### src/rtl/adder_pipe_sched.sv
// adder_pipe_sched: shares one adder_pipe between REQ_NUM PE-row requesters.
// Round-robin arbitration, grant locked for a whole accumulation window
// (VALID beats closed by CNN_FIN or COMPL), beats tagged with the requester
// id so results returned by the adder are routed back to their owner.
// Ports:
//   clk, reset            clock, asynchronous active-low reset
//   req_valid/status/data per-requester beat (status 2b each, ADD_NUM operands each)
//   req_ready             one-hot grant (combinational)
//   add_status/add_data   registered drive to adder_pipe status_in/data_in
//   add_status_ret/_data_ret  adder_pipe status_out/data_out
//   res_valid/status/data registered result, one-hot strobe per requester
//   all_done              one-cycle pulse after all requesters completed and pipe drained
//   err                   sticky tag/return-status mismatch
// PE_STATE encoding: 0 INVALID, 1 VALID, 2 CNN_FIN, 3 COMPL.
module adder_pipe_sched #(
  parameter int unsigned DATA_WID = 8,
  parameter int unsigned ADD_NUM  = 4,
  parameter int unsigned REQ_NUM  = 2,
  parameter int unsigned PIPE_LAT = 2
) (
  input  logic                                  clk,
  input  logic                                  reset,
  input  logic [REQ_NUM-1:0]                    req_valid,
  input  logic [2*REQ_NUM-1:0]                  req_status,
  input  logic [REQ_NUM*ADD_NUM*DATA_WID-1:0]   req_data,
  output logic [REQ_NUM-1:0]                    req_ready,
  output logic [1:0]                            add_status,
  output logic [ADD_NUM*DATA_WID-1:0]           add_data,
  input  logic [1:0]                            add_status_ret,
  input  logic [DATA_WID-1:0]                   add_data_ret,
  output logic [REQ_NUM-1:0]                    res_valid,
  output logic [1:0]                            res_status,
  output logic [DATA_WID-1:0]                   res_data,
  output logic                                  all_done,
  output logic                                  err
);

  localparam int unsigned ID_WID   = $clog2(REQ_NUM);
  localparam int unsigned BEAT_WID = ADD_NUM * DATA_WID;
  localparam int unsigned CNT_WID  = $clog2(PIPE_LAT + 1);

  localparam logic [1:0] PE_INVALID = 2'd0;
  localparam logic [1:0] PE_VALID   = 2'd1;
  localparam logic [1:0] PE_CNN_FIN = 2'd2;
  localparam logic [1:0] PE_COMPL   = 2'd3;

  localparam logic [1:0] S_IDLE  = 2'd0;
  localparam logic [1:0] S_LOCK  = 2'd1;
  localparam logic [1:0] S_DRAIN = 2'd2;

  logic [1:0]          state, state_nxt;
  logic [ID_WID-1:0]   owner, owner_nxt;
  logic [ID_WID-1:0]   rr_ptr, rr_nxt;
  logic [REQ_NUM-1:0]  done, done_nxt;
  logic [CNT_WID-1:0]  cnt, cnt_nxt;
  logic                pulse_c;

  logic                gnt_found;
  logic [ID_WID-1:0]   gnt_id;
  logic [ID_WID-1:0]   sel_id;
  logic [1:0]          sel_status;
  logic [BEAT_WID-1:0] sel_data;
  logic                beat;

  logic                            tag_fwd_v;
  logic [ID_WID-1:0]               tag_fwd_id;
  logic [PIPE_LAT-1:0]             tag_v_sr;
  logic [PIPE_LAT-1:0][ID_WID-1:0] tag_id_sr;
  logic                            al_v;
  logic [ID_WID-1:0]               al_id;
  logic                            ret_v;

  // Modulo-REQ_NUM increment used for the round-robin search and pointer update.
  function automatic logic [ID_WID-1:0] wrap_inc(input logic [ID_WID-1:0] base,
                                                 input int unsigned off);
    int unsigned s;
    s = 32'(base) + off;
    if (s >= REQ_NUM) s = s - REQ_NUM;
    return ID_WID'(s);
  endfunction

  // Round-robin search from rr_ptr over requesters that are valid and not done.
  always_comb begin
    gnt_found = 1'b0;
    gnt_id    = '0;
    for (int unsigned k = 0; k < REQ_NUM; k++) begin
      if (!gnt_found && req_valid[wrap_inc(rr_ptr, k)] && !done[wrap_inc(rr_ptr, k)]) begin
        gnt_found = 1'b1;
        gnt_id    = wrap_inc(rr_ptr, k);
      end
    end
  end

  // Grant: held low during reset, none in DRAIN.
  always_comb begin
    req_ready = '0;
    if (reset) begin
      case (state)
        S_IDLE:  if (gnt_found) req_ready[gnt_id] = 1'b1;
        S_LOCK:  req_ready[owner] = 1'b1;
        default: ;
      endcase
    end
  end

  // Mux the granted requester's beat.
  assign sel_id = (state == S_LOCK) ? owner : gnt_id;

  always_comb begin
    sel_status = PE_INVALID;
    sel_data   = '0;
    for (int unsigned i = 0; i < REQ_NUM; i++) begin
      if (ID_WID'(i) == sel_id) begin
        sel_status = req_status[i*2 +: 2];
        sel_data   = req_data[i*BEAT_WID +: BEAT_WID];
      end
    end
  end

  // INVALID-status beats are handshaken but otherwise ignored.
  assign beat = (|(req_valid & req_ready)) && (sel_status != PE_INVALID);

  // Next-state logic.
  always_comb begin
    state_nxt = state;
    owner_nxt = owner;
    rr_nxt    = rr_ptr;
    done_nxt  = done;
    cnt_nxt   = cnt;
    pulse_c   = 1'b0;
    case (state)
      S_IDLE: begin
        if (beat) begin
          if (sel_status == PE_VALID) begin
            state_nxt = S_LOCK;
            owner_nxt = sel_id;
          end else begin
            rr_nxt = wrap_inc(sel_id, 1);
            if (sel_status == PE_COMPL) done_nxt[sel_id] = 1'b1;
          end
        end
      end
      S_LOCK: begin
        if (beat && (sel_status != PE_VALID)) begin
          state_nxt = S_IDLE;
          rr_nxt    = wrap_inc(owner, 1);
          if (sel_status == PE_COMPL) done_nxt[owner] = 1'b1;
        end
      end
      S_DRAIN: begin
        if (cnt == CNT_WID'(PIPE_LAT)) begin
          pulse_c   = 1'b1;
          state_nxt = S_IDLE;
          done_nxt  = '0;
          rr_nxt    = '0;
          cnt_nxt   = '0;
        end else begin
          cnt_nxt = cnt + CNT_WID'(1);
        end
      end
      default: state_nxt = S_IDLE;
    endcase
    // Last COMPL (including this cycle's beat) starts the drain window.
    if ((state != S_DRAIN) && (&done_nxt)) begin
      state_nxt = S_DRAIN;
      cnt_nxt   = '0;
    end
  end

  // FSM state registers.
  always_ff @(posedge clk or negedge reset) begin
    if (!reset) begin
      state    <= S_IDLE;
      owner    <= '0;
      rr_ptr   <= '0;
      done     <= '0;
      cnt      <= '0;
      all_done <= 1'b0;
    end else begin
      state    <= state_nxt;
      owner    <= owner_nxt;
      rr_ptr   <= rr_nxt;
      done     <= done_nxt;
      cnt      <= cnt_nxt;
      all_done <= pulse_c;
    end
  end

  // Tag aligned with add_status_ret: forward stage plus PIPE_LAT shift stages.
  assign al_v  = tag_v_sr[PIPE_LAT-1];
  assign al_id = tag_id_sr[PIPE_LAT-1];
  assign ret_v = (add_status_ret != PE_INVALID);

  // Forward, tag pipeline and return registers.
  always_ff @(posedge clk or negedge reset) begin
    if (!reset) begin
      add_status <= PE_INVALID;
      add_data   <= '0;
      tag_fwd_v  <= 1'b0;
      tag_fwd_id <= '0;
      tag_v_sr   <= '0;
      tag_id_sr  <= '0;
      res_valid  <= '0;
      res_status <= PE_INVALID;
      res_data   <= '0;
      err        <= 1'b0;
    end else begin
      if (beat) begin
        add_status <= sel_status;
        add_data   <= sel_data;
        tag_fwd_v  <= 1'b1;
        tag_fwd_id <= sel_id;
      end else begin
        add_status <= PE_INVALID;
        tag_fwd_v  <= 1'b0;
      end
      for (int unsigned k = PIPE_LAT - 1; k > 0; k--) begin
        tag_v_sr[k]  <= tag_v_sr[k-1];
        tag_id_sr[k] <= tag_id_sr[k-1];
      end
      tag_v_sr[0]  <= tag_fwd_v;
      tag_id_sr[0] <= tag_fwd_id;

      res_valid <= '0;
      if (al_v && ret_v) begin
        res_valid[al_id] <= 1'b1;
        res_status       <= add_status_ret;
        res_data         <= add_data_ret;
      end
      if (al_v != ret_v) err <= 1'b1;
    end
  end

endmodule

### config.mk
export PLATFORM = sky130hd
export DESIGN_NAME = adder_pipe_sched
export DESIGN_NICKNAME = d
export VERILOG_FILES = /design/src/rtl/adder_pipe_sched.sv
export SDC_FILE = /design/constraint.sdc
export NUM_CORES = 1
export LEC_CHECK = 0
export CELL_PAD_IN_SITES_DETAIL_PLACEMENT = 1
export CELL_PAD_IN_SITES_GLOBAL_PLACEMENT = 1
export CORE_ASPECT_RATIO = 1.5
export CORE_MARGIN = 3
export CORE_UTILIZATION = 30
export CTS_CLUSTER_DIAMETER = 60
export DETAILED_ROUTE_END_ITERATION = 16
export GPL_ROUTABILITY_DRIVEN = 1
export MAX_ROUTING_LAYER = met4
export PLACE_DENSITY_LB_ADDON = 0.15
export SKIP_CTS_REPAIR_TIMING = 1
export SLEW_MARGIN = 20
export SYNTH_ARGS = -nofsm -noshare
export SYNTH_HDL_FRONTEND = slang
export SYNTH_SLANG_ARGS = --single-unit
### constraint.sdc
create_clock -name clk -period 2.6 [get_ports clk]
set_input_delay 0.39 -clock clk [delete_from_list [all_inputs] [get_ports clk]]
set_output_delay 0.39 -clock clk [all_outputs]
set_load 0.05 [all_outputs]
==> summary.txt <==
Die
  • Die Area: 10500 sq um
  • Core ar.: 8930 sq um
  • Rows: 42
  • Chip width: 84.7 um
  • Io pins: 132
  • Chip Height: 124 um
  • Initial core utilization: 0.312

Pwr
  • Logic pwr share: 0.530
  • Internal power: 3.38 mW
  • Clock power frac: 0.199
  • Sw Pwr: 2.70 mW
  • Overall Power: 6.08 mW
  • Switching share of power: 0.445
  • Pwr dens: 1340 nW/um^2
  • Flop pwr share: 0.271
  • Static Leak: 1.96 nW
  • Worst VDD drop: 0.676 mV

Timing
  • Worst rel slew slack: 0.635
  • Fmax: 438 MHz
  • Skew final: 0.00345 ns
  • Fin crit period: 2.28 ns
  • RSZ-0062 raised after global routing: no
  • Setup_tns: 0 ns
  • Pins Over Slew Limit: 0
  • Fin. Hold Viols: 0
  • Final setup vio count: 0
  • Period utilization: 0.879
  • Measured slew at the worst slew-check pin: 0.547 ns

Worst setup path
  • WP depth: 8
  • Worst setup SP type: primary input
  • Worst path bufs/invs: 2
  • Path depth of the worst reg2reg path: 7
  • CP arrival: 2.52 ns
  • CP peak stage delay: 0.51 ns
  • Crit-path cells: clkdlybuf4s50_1, nand2b_1, o31ai_4, mux2i_1, a21o_2, buf_12, nand2_1, o21ai_1
  • Data required, critical path: 2.84 ns
  • Crit. End Element: flop
  • Highest fanout seen on the critical path: 48
  • CP Class: primary input to flop
  • Crit path max-delay family: compound AO/OA/AOI/OAI gates
  • Critical Path Slowest Stage Cell: clkdlybuf4s50_1

Finish
  • # diodes: 0
  • Layout Nets: 461
  • Layout filler cell count: 984
  • Fraction of layout cells with a size suffix above 1: 0.125
  • Syn-to-layout area delta: 63.4%
  • Final Cell Area: 4550 sq um

Synth
  • Count of cell types in the netlist: 41
  • Post-synth EDFFs: 0
  • Synth Area in Simple Gates: 0.121
  • Sequential area share after synthesis: 0.557
  • Largest family of logic cells by synthesized area: multiplexers
  • Syn Nets: 326
  • Most used DFF post-synth: dfrtp_1
  • Cells after Synth: 243
  • Synth Area in Compound Gates: 0.112
  • #FFs+latches synth: 62
  • YS warnings: 0
  • Post-Syn Area per Cell: 11.5 sq um
  • Fraction of synthesized area in multiplexers: 0.176
  • Async SR Flop Fraction: 1.00
  • Post-synthesis xor/xnor area fraction: 0
  • Post-Synth Adder-Cell Area: 0.00449
  • Cell Area, Synth: 2780 sq um

Clock network
  • Worst-path clk slew: 0.05 ns
  • Maximum level of the CTS H-tree: 3
  • CTS buffer count: 9
  • CTS tree: done
  • Clk buf depth: 2
  • Clock latency on the worst-skew pair: 0.32 ns
  • Root Buffer Master: clkbuf_16
  • TritonCTS sink count: 62

Drt
  • Initial DRC count: 65
  • Residual DRC: 0
  • Pre-antenna DRT Iters: 4
  • Via density: 4.72
  • DR WL/cell: 15.5 um
  • ANT nets after route: 0
  • Vias post-DR: 2328
  • Routed WL: 7620 um

Run status
  • Status: completed

Place
  • Post-DP HPWL: 5840 um
  • Gpl congestion: 0.833
  • Input/output buffers: 131
  • Placement Cell Area: 4240 sq um

Global routing
  • Largest net degree at the start of global routing: 49
  • Initial antenna violation count: 0
  • Remaining Overflow, GRT: 0
  • Global-route wire length before repair: 12300 um
  • Tot GR Track Use: 0.154
  • Vias in the first global route: 2607

Min path
  • Worst hold path type: primary input to asynchronous set/reset pin

Run
  • Number of max-cap violations: 0
[kinds of logic after synthesis]
| group | Yosys count |
|---|---|
| adders and majority gates | 1 |
| DFF | 62 |
| buffers and inverters | 16 |
| AOI/OAI and AO/OA | 50 |
| and+or+nand+nor | 67 |
| muxes | 47 |
[path summary, 6_finish.rpt]
check	slack, ns	from	end
setup / recovery	0.32	req_valid[1]	add_data[16]
hold / removal	0.13	reset	add_status[0]
setup reg to reg	0.37	state[1]	add_data[16]
hold reg to reg	0.35	tag_fwd_v	tag_v_sr[0]
max in group asynchronous	2.07	reset	add_data[0]
min in group clk	0.35	tag_fwd_v	tag_v_sr[0]
[cells in the final DEF (no fill, tap or decap), types with 2 or more instances in the layout]
cell	netlist	routed
dfrtp_1	62	62
nand2_1	40	40
nand2b_1	2	2
buf_12	0	3
o21a_1	2	2
clkdlybuf4s50_1	0	128
buf_4	1	6
nor2_1	3	3
clkbuf_16	0	9
inv_1	2	2
mux2_2	11	11
or2_2	3	3
inv_6	0	2
nor3_1	2	2
nand3b_1	4	4
mux2i_1	34	34
nor2b_1	3	3
nand3_1	2	2
a41o_1	3	3
nor3b_2	2	2
o21ai_1	34	34
[through the flow]
step,hold slack [ns],worst slack [ns],utilization,cells
after floorplan,0.0944,0.199,-,243
after global placement,0.335,0.134,0.475,477
after detailed placement,0.339,-0.0202,0.475,477
after CTS,0.138,0.306,0.509,493
after global routing,0.163,0.159,0.509,493
final,0.127,0.316,0.509,493
[synth_stat cells (2+ instances only)]
master    instances  area share
clkbuf_1          3      0.0040
buf_2             8       0.014
o21ai_1          34       0.061
nor2_1            3      0.0040
nor3_1            2      0.0036
nand3b_1          4       0.011
mux2_2           11       0.044
nor2b_1           3      0.0067
nand3_1           2      0.0036
mux2i_1          34        0.12
nand2_1          40       0.054
inv_1             2      0.0027
nand2b_1          2      0.0045
dfrtp_1          62        0.56
a41o_1            3       0.011
o21a_1            2      0.0054
or2_2             3      0.0067
nor3b_2           2      0.0090
[cell type report]
cell class | instances | area, sq um | share of cell area
multi-input cells | 165 | 1150 | 0.253
well taps | 110 | 138 | 0.0303
clock buffers | 10 | 239 | 0.0525
clock inverters | 6 | 68.8 | 0.0151
flip-flops and latches | 62 | 1550 | 0.341
repair buffers | 138 | 1390 | 0.306
inverters | 2 | 7.51 | 0.00165
[routing by layer]
layer / vias up / global-route usage / part of all wire
li1: 1121 / - / -
met1: 1105 / 0.164 / 0.38
met2: 89 / 0.272 / 0.54
met3: 13 / 0.0463 / 0.064
met4: 0 / 0.0554 / 0.018
met5: - / - / 0
[flip-flops by register name (all words and copies together) (netlist names)]
signal      cells
add_data       32
add_status      2
al_id           1
all_done        1
cnt             2
done            2
err             1
owner           1
res_data        8
res_status      2
res_valid       2
rr_ptr          1
state           2
tag_fwd_id      1
tag_fwd_v       1
tag_id_sr       1
tag_v_sr        2
[power by group through the flow]
| stage | Sequential (mW) | Clock, mW | Combinational (mW) |
|---|---|---|---|
| after CTS | 1.66 | 1.24 | 3.28 |
| after global routing | 1.71 | 1.29 | 3.44 |
| after global placement | 1.64 | 0 | 3.22 |
| after floorplan | 2.72 | 0 | 1.06 |
| after detailed placement | 1.67 | 0 | 3.27 |
| final | 1.65 | 1.21 | 3.22 |
Note: power is estimated with default switching activity, not from simulation.
